$ cat config.mk
export PLATFORM = sky130hd
export DESIGN_NAME = uart_rx_fifo
export DESIGN_NICKNAME = d
export VERILOG_FILES = /design/src/rtl/uart_rx_fifo.sv
export SDC_FILE = /design/constraint.sdc
export NUM_CORES = 1
export LEC_CHECK = 0
export CAP_MARGIN = 10
export CORE_MARGIN = 2
export CORE_UTILIZATION = 56
export CTS_CLUSTER_SIZE = 14
export DETAILED_ROUTE_END_ITERATION = 8
export PLACE_DENSITY = 0.88
export SLEW_MARGIN = 5
export SYNTH_ARGS = -nofsm -noshare
export SYNTH_HDL_FRONTEND = slang
export SYNTH_SLANG_ARGS = --single-unit
$ cat constraint.sdc
create_clock -name clk_i -period 9.34 [get_ports clk_i]
set_input_delay 1.401 -clock clk_i [delete_from_list [all_inputs] [get_ports clk_i]]
set_output_delay 1.401 -clock clk_i [all_outputs]
set_load 0.005 [all_outputs]
$ cat src/rtl/uart_rx_fifo.sv
`default_nettype none
// ============================================================================
// Module      : uart_rx_fifo
// Description : Receive byte buffer between the UART receiver stream output
//               and the CSR data register. It never back-pressures. It has a
//               sticky overflow flag, a synchronous flush and a
//               threshold-based level interrupt.
// Revision    : 1.0 - initial release
// ============================================================================
module uart_rx_fifo #(
    parameter int DEPTH = 16,
    parameter int CW    = $clog2(DEPTH) + 1
) (
    input  logic          clk_i,
    input  logic          rst_n_i,
    input  logic [7:0]    s_data_i,
    input  logic          s_valid_i,
    output logic          s_ready_o,
    input  logic          rd_strobe_i,
    output logic [7:0]    data_o,
    output logic          not_empty_o,
    output logic [CW-1:0] count_o,
    output logic          overflow_o,
    input  logic          clear_overflow_i,
    input  logic          flush_i,
    input  logic [CW-1:0] threshold_i,
    output logic          irq_o
);

    localparam int          c_AW    = $clog2(DEPTH);
    localparam logic [CW-1:0] c_DEPTH = CW'(DEPTH);

    logic [7:0]      r_mem [DEPTH];
    logic [c_AW-1:0] r_wp;
    logic [c_AW-1:0] r_rp;
    logic [CW-1:0]   r_count;
    logic            r_overflow;
    logic            r_irq;

    logic            w_full;
    logic            w_pop;
    logic            w_push;
    logic            w_drop;
    logic [CW-1:0]   w_count_next;

    // Push/pop qualification. When the FIFO is full, a pop in the same cycle
    // frees the slot that the incoming byte takes.
    always_comb begin
        w_full       = (r_count == c_DEPTH);
        w_pop        = rd_strobe_i && (r_count != '0);
        w_push       = s_valid_i && (!w_full || w_pop);
        w_drop       = s_valid_i && w_full && !w_pop && !flush_i;
        w_count_next = r_count + {{(CW-1){1'b0}}, w_push}
                               - {{(CW-1){1'b0}}, w_pop};
        if (flush_i) begin
            w_count_next = '0;
        end
    end

    // Byte storage. It has no reset because reset only has to empty the
    // FIFO through the pointers and count.
    always_ff @(posedge clk_i) begin
        if (w_push && !flush_i) begin
            r_mem[r_wp] <= s_data_i;
        end
    end

    // Pointers, occupancy and the registered interrupt level. A flush
    // overrides any push or pop in the same cycle.
    always_ff @(posedge clk_i or negedge rst_n_i) begin
        if (!rst_n_i) begin
            r_wp    <= '0;
            r_rp    <= '0;
            r_count <= '0;
            r_irq   <= 1'b0;
        end else begin
            if (flush_i) begin
                r_wp <= '0;
                r_rp <= '0;
            end else begin
                if (w_push) begin
                    r_wp <= r_wp + 1'b1;
                end
                if (w_pop) begin
                    r_rp <= r_rp + 1'b1;
                end
            end
            r_count <= w_count_next;
            r_irq   <= (threshold_i != '0) && (w_count_next >= threshold_i);
        end
    end

    // Sticky overflow flag. A new drop takes priority over a clear in the
    // same cycle. A flush leaves the flag unchanged.
    always_ff @(posedge clk_i or negedge rst_n_i) begin
        if (!rst_n_i) begin
            r_overflow <= 1'b0;
        end else if (w_drop) begin
            r_overflow <= 1'b1;
        end else if (clear_overflow_i) begin
            r_overflow <= 1'b0;
        end
    end

    // Head byte is an asynchronous read. It is forced to zero while empty so
    // that the CSR never shows a stale byte.
    always_comb begin
        data_o = (r_count != '0) ? r_mem[r_rp] : 8'h00;
    end

    assign s_ready_o   = 1'b1;
    assign not_empty_o = (r_count != '0);
    assign count_o     = r_count;
    assign overflow_o  = r_overflow;
    assign irq_o       = r_irq;

endmodule
`default_nettype wire

Word level (Yosys, flattened, before mapping)
Memory sizes are Yosys's and may differ from the RTL's.
Cells that the tools add are included.
Word-level totals
  bits in writable memories: 128
  flip-flop bits (word level): 15
  bits of input ports: 19
  output and inout port bits: 17
  logic and storage cells: 38
  memories: 1
Memory list
  r_mem: depth 16, width 8, rd ports 1, clocked after Yosys merged registers in 0, write ports 1, RTL line 33  | logic [7:0] r_mem [DEPTH];
Cells by class
  add/sub/neg operators: 4
  magnitude comparators: 1
  reduce and logical (&&, ||, !) cells: 16
  mux-type cells: 10
  eq/ne operators: 1
Operators by type and width (number)
  $mux W4: 4
  $reduce_bool A5 Y1: 2
  $add A4 B1 Y4 const B: 2
  $mux W8: 1
  $logic_and A1 B1 Y1: 7
  $reduce_bool A2 Y1: 3
  $add A5 B1 Y5: 1
  $eq A5 B5 Y1 const B: 1
  $ge A5 B5 Y1: 1
  $mux W5: 1
  $sub A5 B1 Y5: 1
  $mux W1: 4
  $logic_not A1 Y1: 3
  $logic_or A1 B1 Y1: 1

Logic depth before layout (Yosys ltp)
Gate-level depths: netlist of run 1.
  depth in word-level cells: 9
  depth in mapped cells: 16
  gate-level depth less buffers: 16

Least setup slack after synthesis of run 1
Ideal clock, no wire load.
  path kind: input port to flip-flop
  from: input rd_strobe_i
  to: register r_irq, in the netlist irq_o
  setup time: 127 ps
  setup slack: 5446 ps
  arrival: 3767 ps
  data required time: 9213 ps
  buffers on the path: 0
  stages: 14
  cell sequence: nand2b_1 -> o21ai_0 -> ha_1 -> inv_1 -> ha_1 -> inv_1 -> fa_1 -> nor2b_1 -> o21bai_1 -> nand3_1 -> nor3b_1 -> ha_1 -> o22ai_1 -> a21oi_1
On the way
  word-level cells in the longest chain between the ends: 8
Ends and longest elaborated chain
  start, declared: RTL line 19  | input logic rd_strobe_i,
  $logic_and A1 B1 Y1 *: RTL line 50  | w_pop = rd_strobe_i && (r_count != '0);
  $logic_or A1 B1 Y1: RTL line 51  | w_push = s_valid_i && (!w_full || w_pop);
  $logic_and A1 B1 Y1: RTL line 51
  $add A5 B1 Y5: RTL line 53  | w_count_next = r_count + {{(CW-1){1'b0}}, w_push}
  $sub A5 B1 Y5 *: RTL line 54  | - {{(CW-1){1'b0}}, w_pop};
  $mux W5 *: RTL line 55  | if (flush_i) begin
  named net w_count_next[4]: RTL line 44  | logic [CW-1:0] w_count_next;
  $ge A5 B5 Y1 *: RTL line 89  | r_irq <= (threshold_i != '0) && (w_count_next >= threshold_i);
  $logic_and A1 B1 Y1 *: RTL line 89
  end signal, assigned: RTL line 89
  end, declared: RTL line 38  | logic r_irq;
The timed path passes the listed nets; every way through them passes the cells marked *.
A chain may end at the register's enable or synchronous reset.

Final worst setup path of run 1
  from: register r_rp[0]
  to: output data_o[7]
On the way
  word-level cells in the longest chain between the ends: 2
Ends and longest elaborated chain
  start, declared: RTL line 35  | logic [c_AW-1:0] r_rp;
  start signal, assigned: RTL line 85  | r_rp <= r_rp + 1'b1;
  $mem_v2 Z16 W8
  $mux W8: RTL line 108  | data_o = (r_count != '0) ? r_mem[r_rp] : 8'h00;
  end, declared: RTL line 20  | output logic [7:0] data_o,
Every way passes these cells.

==> results of run 1 <==
## sequential cells by signal, indices dropped and copies added (netlist names)
name,cells
overflow_o,1
r_mem,128
r_rp,4
irq_o,1
r_wp,4
count_o,5
## worst min-delay path by stage
stage          cells past startpoint                    from                endpoint  slack (ps)
2_1_floorplan                      2  overflow_o$_DFFE_PN0P_  overflow_o$_DFFE_PN0P_         470
3_3_place_gp                       2  overflow_o$_DFFE_PN0P_  overflow_o$_DFFE_PN0P_         490
3_5_place_dp                       2  overflow_o$_DFFE_PN0P_  overflow_o$_DFFE_PN0P_         490
4_1_cts                            2  overflow_o$_DFFE_PN0P_  overflow_o$_DFFE_PN0P_         500
5_1_grt                            2  overflow_o$_DFFE_PN0P_  overflow_o$_DFFE_PN0P_         530
6_report                           2  overflow_o$_DFFE_PN0P_  overflow_o$_DFFE_PN0P_         500
## logic make-up after synthesis
| logic type | count (synthesis) | share of synthesized area |
|---|---|---|
| and+or+nand+nor | 62 | 0.05233 |
| xor gates and xnor gates | 8 | 0.01158 |
| muxes | 41 | 0.1599 |
| other | 1 | 0.0006199 |
| AOI/OAI and AO/OA | 14 | 0.01551 |
| DFF | 143 | 0.6974 |
| adders and majority gates | 17 | 0.03640 |
| buffers and inverters | 30 | 0.02626 |
## placed cells by master (no fill, tap or decap), types with 2 or more instances in the layout
master,n
xnor2_1,4
mux4_2,25
clkdlybuf4s50_1,34
and2_1,8
inv_1,15
edfxtp_1,128
a211oi_1,2
clkinvlp_4,4
nand2_1,6
clkbuf_16,16
mux4_1,15
inv_6,6
nand3_1,4
nor3b_1,2
nor3_2,4
clkinv_4,3
dfrtp_1,14
nor2b_1,3
nand2b_1,7
nor2_1,22
o211ai_1,2
xor2_1,4
a21oi_1,4
ha_1,16
## report_power, final
part,internal [mW],switching (mW),total [mW]
combinational,0.249,0.164,0.413
clock,0.333,0.278,0.611
sequential,0.721,0.0591,0.780
total,1.30,0.500,1.80
## final cells by class
| type | instances | area [um2] |
|---|---|---|
| clock inverter | 15 | 125.1 |
| inverter | 15 | 56.30 |
| clock buffer | 17 | 414.1 |
| fill | 644 | 3391 |
| multi-input combinational | 143 | 1692 |
| tap | 136 | 170.2 |
| timing repair buffer | 35 | 347.8 |
| sequential | 143 | 4220 |
## per-layer routing
metal / vias to the layer above / share of wire
li1: 1340 / -
met1: 1524 / 0.40
met2: 154 / 0.50
met3: 21 / 0.069
met4: 0 / 0.025
met5: - / 0
## worst min-delay path, stage by stage, from the launching register on
cell      delay, ps
dfrtp_1         350
nand2b_1         50
o41ai_1          60
## stage by stage
step	hold WS (ps)	worst slack [ps]	power (mW)	util	area (um2)
5_1_grt	534.8	4382	1.888	0.6745	7025
3_5_place_dp	487.4	4615	1.209	0.6227	6486
3_3_place_gp	486.2	4790	1.192	0.6227	6486
6_report	499.4	4551	1.804	0.6745	7025
4_1_cts	502.5	4488	1.813	0.6745	7025
2_1_floorplan	473.7	5446	1.065	-	6050
==> impl_metrics.yaml, run 1 <==
run_status:
  outcome: "finished, final reports clean"
clock_network:
  clk_path_buf_depth: 2
  cts_max_level: 4
  cts_root_buf: "clkbuf_8"
  cts_setup_buffers: 0
  hold_buffers: 0
  cts_sinks: 143
  ctsResizeCount: 0
  cts_buffers: 17
  clk_pin_slew_ps: 60
  cts_tree: "done"
  insertion_delay_ps: 510
logic_synthesis:
  yosysUniqueCellTypes: 39
  synth_common_cells: "edfxtp_1 (128), mux4_2 (25), nor2_1 (22), ha_1 (16)"
  synthesis.nets: 352
  synth_async_sr_flop_share: 0.1049
  synth_area_leaders: "edfxtp_1 (64%), mux4_2 (9.3%), mux4_1 (6.5%), dfrtp_1 (6.2%), ha_1 (3.3%)"
  syn_avg_cell_area_um2: 19.14
  ys_seq_elements: 143
  yosysMostFrequentCell: "edfxtp_1"
  synth_top_area_share: 0.6354
  netlist_area_um2: 6050
  synthCells: 316
  yosysTopAreaCell: "edfxtp_1"
  synth_ff_type: "edfxtp_1"
  ys_seq_area_frac: 0.6974
  synth_edf_count: 128
  yosysWarnings: 0
detailed_routing:
  vias_per_cell: 6.030
  drtAntennaViolNets: 0
  vias: 3039
  drtIter0Drc: 259
  drt_pass1_iterations: 4
  wl_um: 11870
  detail_route.wl_per_cell_um: 23.55
  drc: 0
flow_run:
  max_cap_violations: 0
place:
  numPortBuffers: 34
  place_hpwl_um: 7094
  placedCellCount: 472
  globalplace.congestion: 0.7921
power:
  max-vdd-ir-drop_uv: 187.0
  p_leak_nw: 2.376
  p_per_area_nw_per_um2: 256.8
setup_path:
  crit_chain: "mux4_1 -> mux4_2 -> and2_1 -> clkdlybuf4s50_1"
  reg2reg_from: "count_o[2]$_DFF_PN0_"
  reg2reg_slack_ps: 5380
  crit_start: "r_rp[0]$_DFFE_PN0P_"
  critPathSlowestCell: "dfrtp_2"
  cp_top_family: "multiplexers"
  required_ps: 7940
  critical_path_depth: 4
  slowest_delay_ps: 1090
  cp.arrival_ps: 3390
  r2r_cells: 16
  crit_type: "flop to output pin"
  path_buf_inv: 1
  setup.worst_path.end: "data_o[7]"
  end_kind: "output pin"
  r2r-end: "irq_o$_DFF_PN0_"
  critPathLaunchType: "flop"
  worst-path-max-fanout: 35
global_route:
  antenna_found_initial: 0
  gr-total-overflow: 0
  grt_pass1_vias: 3251
  grt_first_pass_wirelength_um: 18780
  grt-busiest-layer: "met2"
  grt_use_total: 0.2311
  gr-usage-met2: 0.3702
  grt_use_met1: 0.3075
  grt_use_met3: 0.06450
  grt_max_degree: 36
sta:
  grt_setup_unrepaired: "false"
  period_share: 0.5128
  finalSetupViolCount: 0
  timing.final.hold_violations: 0
  min_period_ps: 4789
  slew_headroom: 0.2446
  worst_pin_slew_ps: 1129
  skew_ps: 9.375
  drv_slew: 0
  max_freq_mhz: 208.8
  final.setup.tns_ps: 0
cells_and_area:
  fin_cells: 504
  nets: 391
  antenna_cells: 0
  syn_to_final_growth_pct: 16.13
  layout-drive-gt1-share: 0.1739
die:
  core_um2: 10420
  die_area_um2: 11650
  start_util: 0.5808
  die_y_um: 107.9
  dieWidth_um: 107.9
  ios: 36
  num_rows: 37
worst_hold_path:
  min_path_type: "flop to flop"
Note: power is estimated with default switching activity, not from simulation.
==> inputs of run 2 (changes only) <==
--- a/config.mk
+++ b/config.mk
@@ -7,10 +7,10 @@
 export LEC_CHECK = 0
 export CAP_MARGIN = 10
 export CORE_MARGIN = 2
-export CORE_UTILIZATION = 56
+export CORE_UTILIZATION = 53
 export CTS_CLUSTER_SIZE = 14
 export DETAILED_ROUTE_END_ITERATION = 8
-export PLACE_DENSITY = 0.88
+export PLACE_DENSITY = 0.87
 export SLEW_MARGIN = 5
 export SYNTH_ARGS = -nofsm -noshare
 export SYNTH_HDL_FRONTEND = slang
==> constraint.sdc (replaced) <==
create_clock -name clk_i -period 4.4 [get_ports clk_i]
set_input_delay 0.66 -clock clk_i [delete_from_list [all_inputs] [get_ports clk_i]]
set_output_delay 0.66 -clock clk_i [all_outputs]
set_load 0.005 [all_outputs]
==> impl_metrics.yaml, run 2 (synthesis gave the netlist of run 1 again) <==
run_status:
  outcome: "finished, final reports clean"
cells_and_area:
  largest_reg_flops: 128
  layout_common_cells: "edfxtp_1 (128), clkdlybuf4s50_1 (34), mux4_2 (25), nor2_1 (22), clkbuf_16 (17)"
  multi_input_area_um2: 1672
  top_register: "r_mem"
  antenna_cells: 0
  final_common_cell: "edfxtp_1"
  layout-drive-gt1-share: 0.1804
  nets: 400
  fill_cells: 736
  register_area_um2: 4220
  syn_to_final_growth_pct: 17.70
detailed_routing:
  drt_pass1_iterations: 5
  vias: 3091
  wl_um: 11800
  drtIter0Drc: 297
  drtAntennaViolNets: 0
  vias_per_cell: 5.944
  detail_route.wl_per_cell_um: 22.68
  drc: 0
die:
  dieWidth_um: 110.8
  core_um2: 11270
  die_area_um2: 12280
  num_rows: 39
  start_util: 0.5367
  ios: 36
  die_y_um: 110.8
setup_path:
  reg2reg_from: "count_o[3]$_DFF_PN0_"
  crit_type: "flop to flop"
  cp_common_cell: "ha_1"
  critPathSlowestCell: "or4b_1"
  slowest_delay_ps: 690
  required_ps: 4690
  end_kind: "flop"
  r2r-end: "irq_o$_DFF_PN0_"
  r2r_cells: 16
  critPathLaunchType: "flop"
  crit_chain: "inv_1 -> ha_1 -> or4b_1 -> and2_0 -> ha_1 -> inv_1 -> ha_1 -> inv_1 -> fa_1 -> nor2b_1 -> o21bai_1 -> nand3_1 -> nor3b_1 -> ha_1 -> o22ai_1 -> a21oi_1"
  worst-path-max-fanout: 12
  cp.arrival_ps: 4200
  reg2reg_slack_ps: 480
worst_hold_path:
  worstHoldEndpoint: "overflow_o$_DFFE_PN0P_"
  hp-start: "overflow_o$_DFFE_PN0P_"
  min_path_type: "flop to flop"
  hold_depth: 2
clock_network:
  cts_root_buf: "clkbuf_16"
  cts_setup_buffers: 0
  cts_buffers: 17
  hold_buffers: 0
  clk_path_buf_depth: 2
  clk_pin_slew_ps: 60
  cts_tree: "done"
  ctsResizeCount: 0
  insertion_delay_ps: 410
  cts_max_level: 4
  cts_sinks: 143
sta:
  max_freq_mhz: 255.3
  drv_slew: 0
  grt_setup_unrepaired: "false"
  skew_ps: 9.615
  final.setup.tns_ps: 0
  min_period_ps: 3917
  worst_pin_slew_ps: 1061
  finalSetupViolCount: 0
  timing.final.hold_violations: 0
  slew_headroom: 0.2898
  period_share: 0.8903
global_route:
  grt_pass1_vias: 3268
  gr-total-overflow: 0
  grt_first_pass_wirelength_um: 18400
  grt_use_total: 0.2048
  antenna_found_initial: 0
  grt_max_degree: 28
power:
  p_per_area_nw_per_um2: 548.3
  power.total_mw: 3.904
  p_leak_nw: 2.433
  max-vdd-ir-drop_uv: 409.9
place:
  numPortBuffers: 34
  globalplace.congestion: 0.8176
  place_hpwl_um: 7336
flow_run:
  max_cap_violations: 0
==> run 2: changes by cell type in the layout (fill, tap and decap cells not counted), sizes merged <==
| cell | before | now |
|---|---|---|
| buf | 1 | 10 |
| clkinv | 4 | 3 |
| clkinvlp | 4 | 1 |
| inv | 22 | 26 |
==> run 2: layer usage <==
layer / vias to the layer above / part of all wire / track usage
li1: 1357 / - / -
met1: 1589 / 0.42 / 0.2763
met2: 128 / 0.51 / 0.3276
met3: 17 / 0.062 / 0.06124
met4: 0 / 0.012 / 0.06167
met5: - / 0 / 0
==> run 2: metrics by stage <==
| stage | utilization | instance area, um2 | setup WS, ps | hold WS (ps) | std cells |
|---|---|---|---|---|---|
| 2_1_floorplan | - | 6050 | 955.1 | 364.4 | 316 |
| 3_3_place_gp | 0.5815 | 6555 | 583.4 | 489.7 | 488 |
| 3_5_place_dp | 0.5815 | 6555 | 362.2 | 482.8 | 488 |
| 4_1_cts | 0.6317 | 7121 | 441.0 | 498.9 | 520 |
| 5_1_grt | 0.6317 | 7121 | 176.9 | 517.8 | 520 |
| 6_report | 0.6317 | 7121 | 482.9 | 491.6 | 520 |
==> run 2: power breakdown <==
part	leakage, nW	internal (mW)	switching (mW)
combinational	0.802	0.547	0.406
clock	0.278	0.752	0.600
sequential	1.35	1.53	0.0679
total	2.43	2.83	1.07
==> run 2: layout make-up <==
class | instances | area share
inverter | 15 | 0.007907
multi-input combinational | 143 | 0.2348
tap | 143 | 0.02513
clock buffer | 17 | 0.05974
clock inverter | 15 | 0.01968
sequential | 143 | 0.5927
timing repair buffer | 44 | 0.06009
==> run 2: worst max-delay path by stage <==
stage | startpoint | end | slack [ps] | depth (start not counted)
CTS | count_o[3]$_DFF_PN0_ | irq_o$_DFF_PN0_ | 440 | 16
global route | count_o[3]$_DFF_PN0_ | irq_o$_DFF_PN0_ | 180 | 16
finish | count_o[3]$_DFF_PN0_ | irq_o$_DFF_PN0_ | 480 | 16
detailed placement | rd_strobe_i | irq_o$_DFF_PN0_ | 360 | 15
floorplan | count_o[3]$_DFF_PN0_ | irq_o$_DFF_PN0_ | 960 | 16
global placement | rd_strobe_i | irq_o$_DFF_PN0_ | 580 | 15
==> run 2: critical path: cells and delay by family, from the launching register on <==
| family | cells | cell delay, ps |
|---|---|---|
| AND/OR/NAND/NOR | 5 | 1550 |
| adder cells (fa/ha/maj) | 5 | 1320 |
| flip-flops | 1 | 400 |
| AO/OA/AOI/OAI | 3 | 330 |
| buffers and inverters | 3 | 200 |
